<file path="src/rtl/axis_output_streamer.sv">
// axis_output_streamer
//   Output-path engine: accepts one read command, emits 0..HDR_WORDS_MAX header
//   words, then streams a window of BRAM words bank-major (bank_start..bank_end,
//   addr_start..addr_start+count-1 in each bank) onto an AXI-Stream master.
//   A 2-entry output FIFO drives m_axis directly.
//   Reads are only issued when the FIFO is guaranteed to have room for the
//   returning word, so backpressure never drops data.
//
// Optional feature macro: OUTPUT_STREAMER_RELU_EN
//   defined   -> data words with MSB=1 become 0 when the latched cmd_relu_en=1
//   undefined -> data words pass through raw (cmd_relu_en ignored)
//   Header words are never modified.
//
// Ports
//   aclk, aresetn         clock, asynchronous active-low reset
//   cmd_*                 command handshake and fields (latched on accept)
//   bram_rd_en/addr       read strobe and common address for all banks
//   bram_rd_data_flat     bank b at [b*DATA_WIDTH +: DATA_WIDTH], 1 cycle after strobe
//   m_axis_*              output stream (tdata/tvalid/tready/tlast)
//   busy                  high while a command is in progress
//   done                  one-cycle pulse after the final beat is accepted
module axis_output_streamer #(
  parameter int DATA_WIDTH    = 20,
  parameter int ADDR_WIDTH    = 9,
  parameter int RD_BANKS      = 8,
  parameter int HDR_WORDS_MAX = 8,
  parameter int HDR_WIDTH     = 16,
  parameter int BW            = $clog2(RD_BANKS),
  parameter int HLW           = $clog2(HDR_WORDS_MAX + 1)
) (
  input  logic                               aclk,
  input  logic                               aresetn,
  input  logic                               cmd_valid,
  output logic                               cmd_ready,
  input  logic [HLW-1:0]                     cmd_hdr_len,
  input  logic [HDR_WORDS_MAX*HDR_WIDTH-1:0] cmd_hdr_data,
  input  logic                               cmd_notify_only,
  input  logic [BW-1:0]                      cmd_bank_start,
  input  logic [BW-1:0]                      cmd_bank_end,
  input  logic [ADDR_WIDTH-1:0]              cmd_addr_start,
  input  logic [ADDR_WIDTH:0]                cmd_addr_count,
  input  logic                               cmd_relu_en,
  output logic                               bram_rd_en,
  output logic [ADDR_WIDTH-1:0]              bram_rd_addr,
  input  logic [RD_BANKS*DATA_WIDTH-1:0]     bram_rd_data_flat,
  output logic [DATA_WIDTH-1:0]              m_axis_tdata,
  output logic                               m_axis_tvalid,
  input  logic                               m_axis_tready,
  output logic                               m_axis_tlast,
  output logic                               busy,
  output logic                               done
);

  localparam logic [1:0] IDLE  = 2'd0;
  localparam logic [1:0] HDR   = 2'd1;
  localparam logic [1:0] DATA  = 2'd2;
  localparam logic [1:0] DRAIN = 2'd3;
  localparam int FW = DATA_WIDTH + 1;  // {tlast, tdata}

  // ---------------- state ----------------
  logic [1:0]                       state_reg;
  logic                             ready_en_reg;
  logic                             done_reg;
  logic [HLW-1:0]                   hdr_len_reg;
  logic [HLW-1:0]                   hdr_idx_reg;
  logic [HDR_WORDS_MAX*HDR_WIDTH-1:0] hdr_data_reg;
  logic                             has_data_reg;
  logic [BW-1:0]                    bank_reg;
  logic [BW-1:0]                    bank_end_reg;
  logic [ADDR_WIDTH-1:0]            addr_start_reg;
  logic [ADDR_WIDTH:0]              addr_count_reg;
  logic [ADDR_WIDTH:0]              off_reg;
  logic                             relu_reg;
  logic                             in_flight_reg;
  logic                             rsp_last_reg;
  logic [BW-1:0]                    rsp_bank_reg;
  logic [FW-1:0]                    fifo_mem_reg [2];
  logic                             fifo_wr_ptr_reg;
  logic                             fifo_rd_ptr_reg;
  logic [1:0]                       fifo_count_reg;

  // ---------------- unpacking ----------------
  logic [HDR_WIDTH-1:0]  hdr_word  [HDR_WORDS_MAX];
  logic [DATA_WIDTH-1:0] bank_word [RD_BANKS];

  genvar gi;
  generate
    for (gi = 0; gi < HDR_WORDS_MAX; gi++) begin : g_hdr
      assign hdr_word[gi] = hdr_data_reg[gi*HDR_WIDTH +: HDR_WIDTH];
    end
    for (gi = 0; gi < RD_BANKS; gi++) begin : g_bank
      assign bank_word[gi] = bram_rd_data_flat[gi*DATA_WIDTH +: DATA_WIDTH];
    end
  endgenerate

  // ---------------- combinational control ----------------
  logic                  pop, accept, cmd_has_data;
  logic [HLW-1:0]        cmd_len_c;
  logic [BW-1:0]         cmd_end_c;
  logic                  hdr_last_cur;
  logic [BW-1:0]         src_bank, src_end, bank_adv;
  logic [ADDR_WIDTH:0]   src_off, src_count, off_adv;
  logic [ADDR_WIDTH-1:0] src_astart;
  logic                  last_in_bank, last_read;
  logic                  hdr_push, accept_push, push_hdr, hdr_push_last;
  logic [2:0]            occ;
  logic                  credit, issue_accept, issue_hdr, issue_data, issue;
  logic [HDR_WIDTH-1:0]  hdr_sel;
  logic [DATA_WIDTH-1:0] rsp_word, rsp_word_relu;
  logic                  fifo_push;
  logic [FW-1:0]         fifo_wdata;

  assign pop          = m_axis_tvalid && m_axis_tready;
  assign accept       = cmd_valid && cmd_ready;
  assign cmd_has_data = !cmd_notify_only && (cmd_addr_count != '0);
  assign cmd_len_c    = (cmd_hdr_len > HLW'(HDR_WORDS_MAX)) ? HLW'(HDR_WORDS_MAX) : cmd_hdr_len;
  assign cmd_end_c    = (cmd_bank_end < cmd_bank_start) ? cmd_bank_start : cmd_bank_end;
  assign hdr_last_cur = (hdr_idx_reg == hdr_len_reg - 1'b1);

  // In IDLE the read cursor comes straight from the command so that a
  // command with at most one header word can issue its first read on accept.
  assign src_bank   = (state_reg == IDLE) ? cmd_bank_start : bank_reg;
  assign src_end    = (state_reg == IDLE) ? cmd_end_c      : bank_end_reg;
  assign src_off    = (state_reg == IDLE) ? '0             : off_reg;
  assign src_count  = (state_reg == IDLE) ? cmd_addr_count : addr_count_reg;
  assign src_astart = (state_reg == IDLE) ? cmd_addr_start : addr_start_reg;

  assign last_in_bank = (src_off == src_count - 1'b1);
  assign last_read    = last_in_bank && (src_bank == src_end);
  assign bank_adv     = last_in_bank ? src_bank + 1'b1 : src_bank;
  assign off_adv      = last_in_bank ? '0 : src_off + 1'b1;

  // Header word 0 is pushed on the accept edge; the rest from HDR.
  assign hdr_push      = (state_reg == HDR) && ((fifo_count_reg != 2'd2) || pop);
  assign accept_push   = accept && (cmd_len_c != '0);
  assign push_hdr      = hdr_push || accept_push;
  assign hdr_push_last = (state_reg == IDLE) ? ((cmd_len_c == HLW'(1)) && !cmd_has_data)
                                             : (hdr_last_cur && !has_data_reg);

  // Room check: words already held, words arriving this edge, minus the pop.
  // A read issued now lands one edge later, so the sum must leave one slot.
  assign occ    = 3'(fifo_count_reg) + 3'(push_hdr) + 3'(in_flight_reg) - 3'(pop);
  assign credit = (occ < 3'd2);

  assign issue_accept = accept && cmd_has_data && (cmd_len_c <= HLW'(1));
  assign issue_hdr    = hdr_push && hdr_last_cur && has_data_reg && credit;
  assign issue_data   = (state_reg == DATA) && credit;
  assign issue        = issue_accept || issue_hdr || issue_data;

  assign bram_rd_en   = issue;
  assign bram_rd_addr = issue ? (src_astart + src_off[ADDR_WIDTH-1:0]) : '0;

  always_comb begin
    hdr_sel = cmd_hdr_data[HDR_WIDTH-1:0];
    if (state_reg != IDLE) begin
      for (int i = 0; i < HDR_WORDS_MAX; i++) begin
        if (hdr_idx_reg == HLW'(i)) hdr_sel = hdr_word[i];
      end
    end
  end

  always_comb begin
    rsp_word = '0;
    for (int i = 0; i < RD_BANKS; i++) begin
      if (rsp_bank_reg == BW'(i)) rsp_word = bank_word[i];
    end
  end

`ifdef OUTPUT_STREAMER_RELU_EN
  assign rsp_word_relu = (relu_reg && rsp_word[DATA_WIDTH-1]) ? '0 : rsp_word;
`else
  logic relu_unused;
  assign relu_unused   = relu_reg;
  assign rsp_word_relu = rsp_word;
`endif

  // Header and data pushes never coincide: data only returns after the
  // last header word has been written.
  assign fifo_push  = push_hdr || in_flight_reg;
  assign fifo_wdata = in_flight_reg ? {rsp_last_reg, rsp_word_relu}
                                    : {hdr_push_last, DATA_WIDTH'(hdr_sel)};

  // ---------------- outputs ----------------
  assign m_axis_tvalid = (fifo_count_reg != 2'd0);
  assign {m_axis_tlast, m_axis_tdata} = m_axis_tvalid ? fifo_mem_reg[fifo_rd_ptr_reg] : '0;
  assign cmd_ready = ready_en_reg && (state_reg == IDLE);
  assign busy      = (state_reg != IDLE);
  assign done      = done_reg;

  // ---------------- output FIFO ----------------
  always_ff @(posedge aclk or negedge aresetn) begin
    if (!aresetn) begin
      for (int i = 0; i < 2; i++) fifo_mem_reg[i] <= '0;
      fifo_wr_ptr_reg <= 1'b0;
      fifo_rd_ptr_reg <= 1'b0;
      fifo_count_reg  <= 2'd0;
    end else begin
      if (fifo_push) begin
        fifo_mem_reg[fifo_wr_ptr_reg] <= fifo_wdata;
        fifo_wr_ptr_reg <= ~fifo_wr_ptr_reg;
      end
      if (pop) fifo_rd_ptr_reg <= ~fifo_rd_ptr_reg;
      fifo_count_reg <= fifo_count_reg + 2'(fifo_push) - 2'(pop);
    end
  end

  // ---------------- control FSM ----------------
  always_ff @(posedge aclk or negedge aresetn) begin
    if (!aresetn) begin
      state_reg      <= IDLE;
      ready_en_reg   <= 1'b0;
      done_reg       <= 1'b0;
      hdr_len_reg    <= '0;
      hdr_idx_reg    <= '0;
      hdr_data_reg   <= '0;
      has_data_reg   <= 1'b0;
      bank_reg       <= '0;
      bank_end_reg   <= '0;
      addr_start_reg <= '0;
      addr_count_reg <= '0;
      off_reg        <= '0;
      relu_reg       <= 1'b0;
      in_flight_reg  <= 1'b0;
      rsp_last_reg   <= 1'b0;
      rsp_bank_reg   <= '0;
    end else begin
      ready_en_reg  <= 1'b1;
      done_reg      <= 1'b0;
      in_flight_reg <= issue;
      if (issue) begin
        rsp_bank_reg <= src_bank;
        rsp_last_reg <= last_read;
        bank_reg     <= bank_adv;
        off_reg      <= off_adv;
      end
      case (state_reg)
        IDLE: begin
          if (accept) begin
            hdr_len_reg    <= cmd_len_c;
            hdr_idx_reg    <= HLW'(1);
            hdr_data_reg   <= cmd_hdr_data;
            has_data_reg   <= cmd_has_data;
            bank_end_reg   <= cmd_end_c;
            addr_start_reg <= cmd_addr_start;
            addr_count_reg <= cmd_addr_count;
            relu_reg       <= cmd_relu_en;
            if (!issue) begin
              bank_reg <= cmd_bank_start;
              off_reg  <= '0;
            end
            if (issue_accept)              state_reg <= last_read ? DRAIN : DATA;
            else if (cmd_len_c > HLW'(1))  state_reg <= HDR;
            else                           state_reg <= DRAIN;
          end
        end
        HDR: begin
          if (hdr_push) begin
            hdr_idx_reg <= hdr_idx_reg + 1'b1;
            if (hdr_last_cur) begin
              if (!has_data_reg)               state_reg <= DRAIN;
              else if (issue_hdr && last_read) state_reg <= DRAIN;
              else                             state_reg <= DATA;
            end
          end
        end
        DATA: begin
          if (issue && last_read) state_reg <= DRAIN;
        end
        default: begin  // DRAIN
          // All reads issued: finish once the last buffered beat leaves.
          if (!in_flight_reg &&
              ((fifo_count_reg == 2'd0) || ((fifo_count_reg == 2'd1) && pop))) begin
            state_reg <= IDLE;
            done_reg  <= 1'b1;
          end
        end
      endcase
    end
  end

endmodule

</file>
<file path="config.mk">
export PLATFORM = sky130hd
export DESIGN_NAME = axis_output_streamer
export DESIGN_NICKNAME = d
export VERILOG_FILES = /design/src/rtl/axis_output_streamer.sv
export SDC_FILE = /design/constraint.sdc
export NUM_CORES = 1
export LEC_CHECK = 0
export CAP_MARGIN = 15
export CORE_MARGIN = 3
export CORE_UTILIZATION = 25
export DETAILED_ROUTE_END_ITERATION = 16
export DONT_BUFFER_PORTS = 1
export HOLD_SLACK_MARGIN = 0.03
export PLACE_DENSITY_LB_ADDON = 0.15
export SYNTH_ARGS = -nofsm -noshare
export SYNTH_HDL_FRONTEND = slang
export SYNTH_SLANG_ARGS = --single-unit
export TNS_END_PERCENT = 10
</file>
<file path="constraint.sdc">
create_clock -name aclk -period 3.75 [get_ports aclk]
set_input_delay 0.1875 -clock aclk [delete_from_list [all_inputs] [get_ports aclk]]
set_output_delay 0.1875 -clock aclk [all_outputs]
set_load 0.1 [all_outputs]
</file>
==> results.md, run 1 <==
- DP Area: 14800 um^2
- Mapped Avg Cell Area: 8.38 um^2
- Final nets: 2137
- Final Cycle Share: 1.01
- Gr usage total: 0.191
- Fmax: 264 MHz
- Placed instance count: 2266
- Initial core utilization: 0.254
- VDD IR-drop max: 625 uV
- Vias in the first global route: 12600
- Synth Area in Compound Gates: 0.163
- CTS tree: done
- Max-slew violation count: 0
- Ys Warns: 0
- Async SR Flop Fraction: 1.00
- Post-synth EDFFs: 0
- Final setup fails: 1
- Final Non-Filler Cells: 2503
- Synth Area in Simple Gates: 0.223
- RSZ-0062 raised after global routing: yes
- Antenna violations before repair: 8
- Met2 GRT Util: 0.312
- Post-synthesis adder-cell area fraction: 0.0282
- First-pass GRT wire length: 81800 um
- Clock transition at the register clock pins on the worst setup and hold paths after CTS: 0.06 ns
- Seq cells post-synth: 227
- Grt total ovfl: 0
- CP endpoint kind: output pin
- Gr busiest metal: met2
- Die X: 238 um
- Largest family of logic cells by synthesized area: simple AND/OR/NAND/NOR gates
- Power per Cell Area: 940 nW/um^2
- Slew margin rel.: 0.268
- Post-Syn Area: 13400 um^2
- Core ar.: 52900 um^2
- Violations in the final reports: negative hold slack, negative setup slack
- Clock sink count: 227
- ANT nets after route: 0
- Area share of the largest cell type after synthesis: 0.423
- CP Max Fanout: 9
- Setup TNS: -0.0397 ns
- Largest net degree at the start of global routing: 228
- Max reg flops: 128
- Yosys top cell by area: dfrtp_1
- Clk_skew: 0.0344 ns
- CTS Buf Count: 30
- Largest stage delay, worst path: 0.39 ns
- Yosys cell types: 71
- Area growth from synthesis to layout: 31.4%
- Grt met3 use: 0.0364
- WL/cell: 22.1 um
- Floorplan row count: 84
- Synth Area in XOR/XNOR: 0.0281
- Most frequent cells after synthesis: 515 x nand2_1, 227 x dfrtp_1, 111 x nor2_1, 92 x clkbuf_1, 83 x o21ai_0
- Total of max-cap violations: 0
- Worst skew pair latency: 0.59 ns
- Top-count cell post-synth: nand2_1
- FILL cells: 5472
- Number of buffers inserted by port buffering: 0
- Remaining DRCs: 0
- Share of cells above drive strength 1: 0.147
- Final worst slack: -0.0397 ns
- Clock Path Buffers: 3
- Fin. Hold Viols: 227
- Post-synthesis mux area share: 0.0908
- WL final: 55400 um
- Vias: 12300
- Main synth FF type: dfrtp_1
- CP max-delay cell: dfrtp_1
- H-tree Lvls: 1
- Setup crit start kind: flip-flop
- Register area share after synthesis: 0.423
- Worst Max-Slew Pin Slew: 1.10 ns
- GRT met1 Usage: 0.257
- I/O pin cnt: 358
- Place WS: 0.208 ns
- Critical path type: flip-flop to output pin
- Dpl hpwl: 39700 um
- CP Cell Sequence: buf_4 > nor2_4 > nor2b_2 > ha_1 > inv_1 > ha_1 > a21o_1 > fa_2 > xnor2_1 > nor2_2 > nand4_1 > o21a_4 > buf_12 > nor3_4 > buf_12
- Die height: 238 um
- Final Cell Area: 17600 um^2
- P_leak: 8.07 nW
- CP Buf/Inv Count: 4
- Initial DRC Count: 884
- Worst EP arrival: 3.60 ns
- GPL Wtd Cong: 0.820
- First-pass iteration count of the detailed router: 8
- Top cell family by delay on the critical path: adder cells
- Synthesized Nets: 1954
- Required @ worst endpoint: 3.56 ns
- Routed vias/inst: 4.91
- Worst hold path class: input pin to asynchronous set/reset pin
- Clk root buf: clkbuf_16
- Total die area: 56500 um^2
- Synth top area cells: dfrtp_1 42%, nand2_1 14%, mux2i_1 3.4%
- Gate Count Post-Synth: 1602
- Outcome: finished, violations left
- Fin crit period: 3.79 ns
- WHS: -0.707 ns
- Hold Buf Count CTS: 165
==> power by group <==
group | internal [W] | switching (W) | total [W] | leakage (nW)
clock | 0.00172 | 0.00115 | 0.00287 | 0.491
sequential | 0.00355 | 0.000821 | 0.00437 | 2.83
combinational | 0.00341 | 0.00592 | 0.00932 | 4.75
==> cell families after synthesis <==
logic type      after synthesis
flops                       227
simple gates                725
compound gates              329
fa+ha+maj                    29
buf+inv                     150
other cells                   1
xor+xnor                     43
mux                          98
==> placed cells by master (no fill, tap or decap), drive strengths merged, types with 13 or more instances in the layout <==
master,synthesis,final
nor2,112,112
a22o,13,13
ha,27,27
dfrtp,227,227
a21o,14,14
clkbuf,92,45
mux4,15,15
o31ai,14,14
mux2i,46,46
a211o,15,15
a221oi,16,16
a31oi,15,15
o211ai,21,21
o22ai,21,21
nand2,516,516
nand3,19,19
nor3,13,13
xor2,17,17
xnor2,26,26
nor2b,16,16
a21oi,46,46
mux2,37,37
a22oi,17,17
inv,35,34
buf,22,100
o21ai,92,92
a211oi,19,19
dlygate4sd3,0,165
o221ai,13,13
==> routing by layer <==
metal | vias to the layer above | routed length, um
li1 | 5896 | -
met1 | 5923 | 24800
met2 | 409 | 25900
met3 | 71 | 3510
met4 | 0 | 1250
met5 | - | 0
==> timing repair <==
| item | in CTS | in global routing |
|---|---|---|
| gates resized for setup | 14 | 2 |
| endpoints found under the setup margin | 10 | 10 |
| pin swaps | 5 | 7 |
| hold endpoints to repair | 408 | 227 |
| setup buffers | 5 | 5 |
| gates cloned | 0 | 0 |
==> final timing paths <==
path                                   startpoint           endpoint  slack [ns]  cells after the start
worst max-delay path            fifo_count_reg[1]    bram_rd_addr[2]       -0.04                     15
min in group aclk                 cmd_hdr_data[4]    fifo_mem_reg[4]        0.07                      3
worst min-delay path                      aresetn    fifo_mem_reg[8]       -0.71                      0
worst min register to register  hdr_data_reg[125]  hdr_data_reg[125]        0.47                      2
max in group asynchronous                 aresetn    rsp_bank_reg[1]        3.96                      0
worst max register to register  fifo_count_reg[1]       state_reg[1]        0.27                     16
==> cell type report <==
cell class | count | area (um^2) | share of cell area
Tap cell | 688 | 861 | 0.0488
Clock buffer | 45 | 897 | 0.0509
Multi-Input combinational cell | 1225 | 7380 | 0.419
Antenna cell | 7 | 17.5 | 0.000994
Timing Repair Buffer | 265 | 2540 | 0.144
Inverter | 36 | 139 | 0.00788
Sequential cell | 227 | 5680 | 0.322
Clock inverter | 10 | 109 | 0.00617
==> stage by stage <==
| step | hold WS (ns) | total power (W) | util |
|---|---|---|---|
| after floorplan | -0.108 | 0.0105 | - |
| after global placement | -0.0980 | 0.0133 | 0.280 |
| after detailed placement | -0.0983 | 0.0134 | 0.280 |
| after CTS | -0.741 | 0.0167 | 0.332 |
| after global routing | -0.749 | 0.0178 | 0.333 |
| final | -0.707 | 0.0166 | 0.333 |
==> worst reg2reg max path, cell delays in order, from the launching register on <==
cell and delay (ns):
dfrtp_1 0.39, buf_4 0.16, nor2_4 0.09, nor2b_2 0.06, ha_1 0.27, inv_1 0.04, ha_1 0.27, a21o_1 0.17
fa_2 0.33, xnor2_1 0.14, nor2_2 0.15, nand4_1 0.15, o21a_4 0.29, buf_4 0.16, o31ai_2 0.25, nand3_2 0.12
mux2_4 0.31
Power figures use the tool's default switching activity.
==> run 2, diff against run 1 <==
--- a/config.mk
+++ b/config.mk
@@ -6,6 +6,7 @@
 export NUM_CORES = 1
 export LEC_CHECK = 0
 export CAP_MARGIN = 15
+export CORE_ASPECT_RATIO = 1.2
 export CORE_MARGIN = 3
 export CORE_UTILIZATION = 25
 export DETAILED_ROUTE_END_ITERATION = 16
==> run 2 against run 1 <==
  * Hold slack better by 0.033 ns
  * Global-route usage rose by 0.064 points
  * Critical path depth rose by 1
  * Maximum frequency about the same
  * Sequential share of layout area down 0.25 points
  * Largest power group unchanged
  * Critical path type unchanged
  * Highest routed layer is now met5
  * Wire length rose by 0.80%
  * Register-to-register slack got worse by 0.04 ns
  * Largest cell class unchanged
  * Clock power barely moved
  * Cell area increased by 0.75%
  * The run still ends with negative hold slack, negative setup slack left
==> results.md, run 2 (synthesis results as in run 1) <==
- RSZ-0062 raised after global routing: yes
- Routed vias/inst: 4.90
- Power per Cell Area: 929 nW/um^2
- CP Max Fanout: 7
- Worst EP arrival: 3.60 ns
- Outcome: finished, violations left
- Setup crit start kind: flip-flop
- Worst Max-Slew Pin Slew: 1.11 ns
- Final worst slack: -0.0378 ns
- Die height: 260 um
- Final nets: 2148
- Met2 WL: 27600 um
- Required @ worst endpoint: 3.56 ns
- DP Area: 14800 um^2
- Top sig layer: met5
- Worst hold path class: input pin to asynchronous set/reset pin
- FILL cells: 5626
- Clock Path Buffers: 3
- First-pass GRT wire length: 82100 um
- Floorplan row count: 92
- Dpl hpwl: 40600 um
- WL/cell: 22.1 um
- Total die area: 56500 um^2
- Largest net degree at the start of global routing: 228
- VDD IR-drop max: 544 uV
- I/O pin cnt: 358
- CTS Buf Count: 29
- H-tree Lvls: 1
- Gr usage total: 0.191
- Area growth from synthesis to layout: 32.3%
- Clk_skew: 0.00867 ns
- Remaining DRCs: 0
- Clock sink count: 227
- WHS: -0.675 ns
- Initial DRC Count: 840
- First-pass iteration count of the detailed router: 5
- Final setup fails: 3
- Final Non-Filler Cells: 2525
- Antenna violations before repair: 6
- Placed instance count: 2284
- Place WS: 0.226 ns
- Vias in the first global route: 12600
- Commonest non-fill, non-tap cell in the layout: nand2_1
- WL final: 55900 um
- P_leak: 8.12 nW
- Fin crit period: 3.79 ns
- Post-Route M1 WL: 24300 um
- Max reg flops: 128
- Hold Buf Count CTS: 173
- Clk root buf: clkbuf_16
- Worst skew pair latency: 0.56 ns
- Critical path type: flip-flop to output pin
- Clock transition at the register clock pins on the worst setup and hold paths after CTS: 0.06 ns
- Max-slew violation count: 0
- Fin. Hold Viols: 227
- ANT nets after route: 0
- Vias: 12400
- Fmax: 264 MHz
- Slew margin rel.: 0.261
- Core ar.: 52800 um^2
- Met3 WL: 3050 um
- Violations in the final reports: negative hold slack, negative setup slack
- GPL Wtd Cong: 0.924
- Number of buffers inserted by port buffering: 0
- CTS tree: done
- Initial core utilization: 0.254
- Final Cell Area: 17800 um^2
- Pwr Total: 0.0165 W
- Grt total ovfl: 0
- Final Cycle Share: 1.01
- Total of max-cap violations: 0
- Die X: 218 um
- CP endpoint kind: output pin
- Most frequent cells in the layout: 513 x nand2_1, 226 x dfrtp_1, 173 x dlygate4sd3_1
- Share of cells above drive strength 1: 0.146
==> run 2: changes by cell type in the layout (fill, tap and decap cells not counted), moves of 2 or more <==
| cell | previous run | this run |
|---|---|---|
| dlygate4sd3_1 | 165 | 173 |
| clkinv_2 | 5 | 2 |
| clkbuf_8 | 9 | 14 |
| dfrtp_2 | 3 | 1 |
| diode_2 | 7 | 3 |
| dfrtp_1 | 224 | 226 |
| clkbuf_1 | 6 | 4 |
==> run 2: through the flow <==
stage | TNS, ns | utilization | hold WS (ns)
5_1_grt | -1.21 | 0.336 | -0.711
4_1_cts | -0.101 | 0.335 | -0.702
3_3_place_gp | 0 | 0.281 | -0.0897
3_5_place_dp | 0 | 0.281 | -0.0894
2_1_floorplan | -0.211 | - | -0.108
6_report | -0.107 | 0.336 | -0.675
==> run 2: final timing paths <==
check / start / end / slack [ns] / depth (start not counted)
worst min-delay path: aresetn / hdr_data_reg[89] / -0.67 / 0
worst max-delay path: state_reg[1] / bram_rd_addr[7] / -0.04 / 16
min in group aclk: cmd_hdr_data[4] / fifo_mem_reg[4] / 0.06 / 3
worst min register to register: hdr_data_reg[63] / hdr_data_reg[63] / 0.47 / 2
worst max register to register: state_reg[1] / state_reg[1] / 0.23 / 14
max in group asynchronous: aresetn / fifo_mem_reg[35] / 4.11 / 0
==> run 2: metal layers <==
layer / global-route usage / vias to the layer above
met5: 0 / -
met1: 0.256 / 6111
li1: - / 5897
met2: 0.327 / 301
met3: 0.0366 / 52
met4: 0.0315 / 6
==> run 2: critical path: stages (launching register included) <==
cell and delay (ns):
dfrtp_1 0.39, inv_2 0.09, ha_4 0.17, and2_4 0.18, nand2_8 0.05, o21ai_4 0.15
ha_1 0.24, a21o_1 0.17, fa_2 0.35, xnor2_2 0.15, nor2_2 0.13, nand4_1 0.13
o21a_4 0.27, buf_12 0.15, buf_12 0.13, nor2_4 0.09, buf_12 0.18
==> run 2: final cells by class <==
class / count / area [um^2] / area share
multi-input cells: 1225 / 7380 / 0.416
flip-flops and latches: 227 / 5680 / 0.320
repair buffers: 277 / 2680 / 0.151
clock buffers: 47 / 933 / 0.0526
well taps: 705 / 882 / 0.0497
inverters: 36 / 139 / 0.00782
clock inverters: 5 / 56.3 / 0.00317
diodes: 3 / 7.51 / 0.000423
==> run 2: power by group <==
part	internal, W	switching (W)
logic	0.00350	0.00577
clock network	0.00175	0.00111
registers	0.00354	0.000829
==> run 2: timing repair <==
| action | 4_1_cts | 5_1_grt |
|---|---|---|
| buffers inserted | 9 | 4 |
| gates resized for setup | 17 | 4 |
| endpoints found under the hold margin | 399 | 227 |
| pin swaps | 9 | 6 |
| setup endpoints to repair | 10 | 10 |
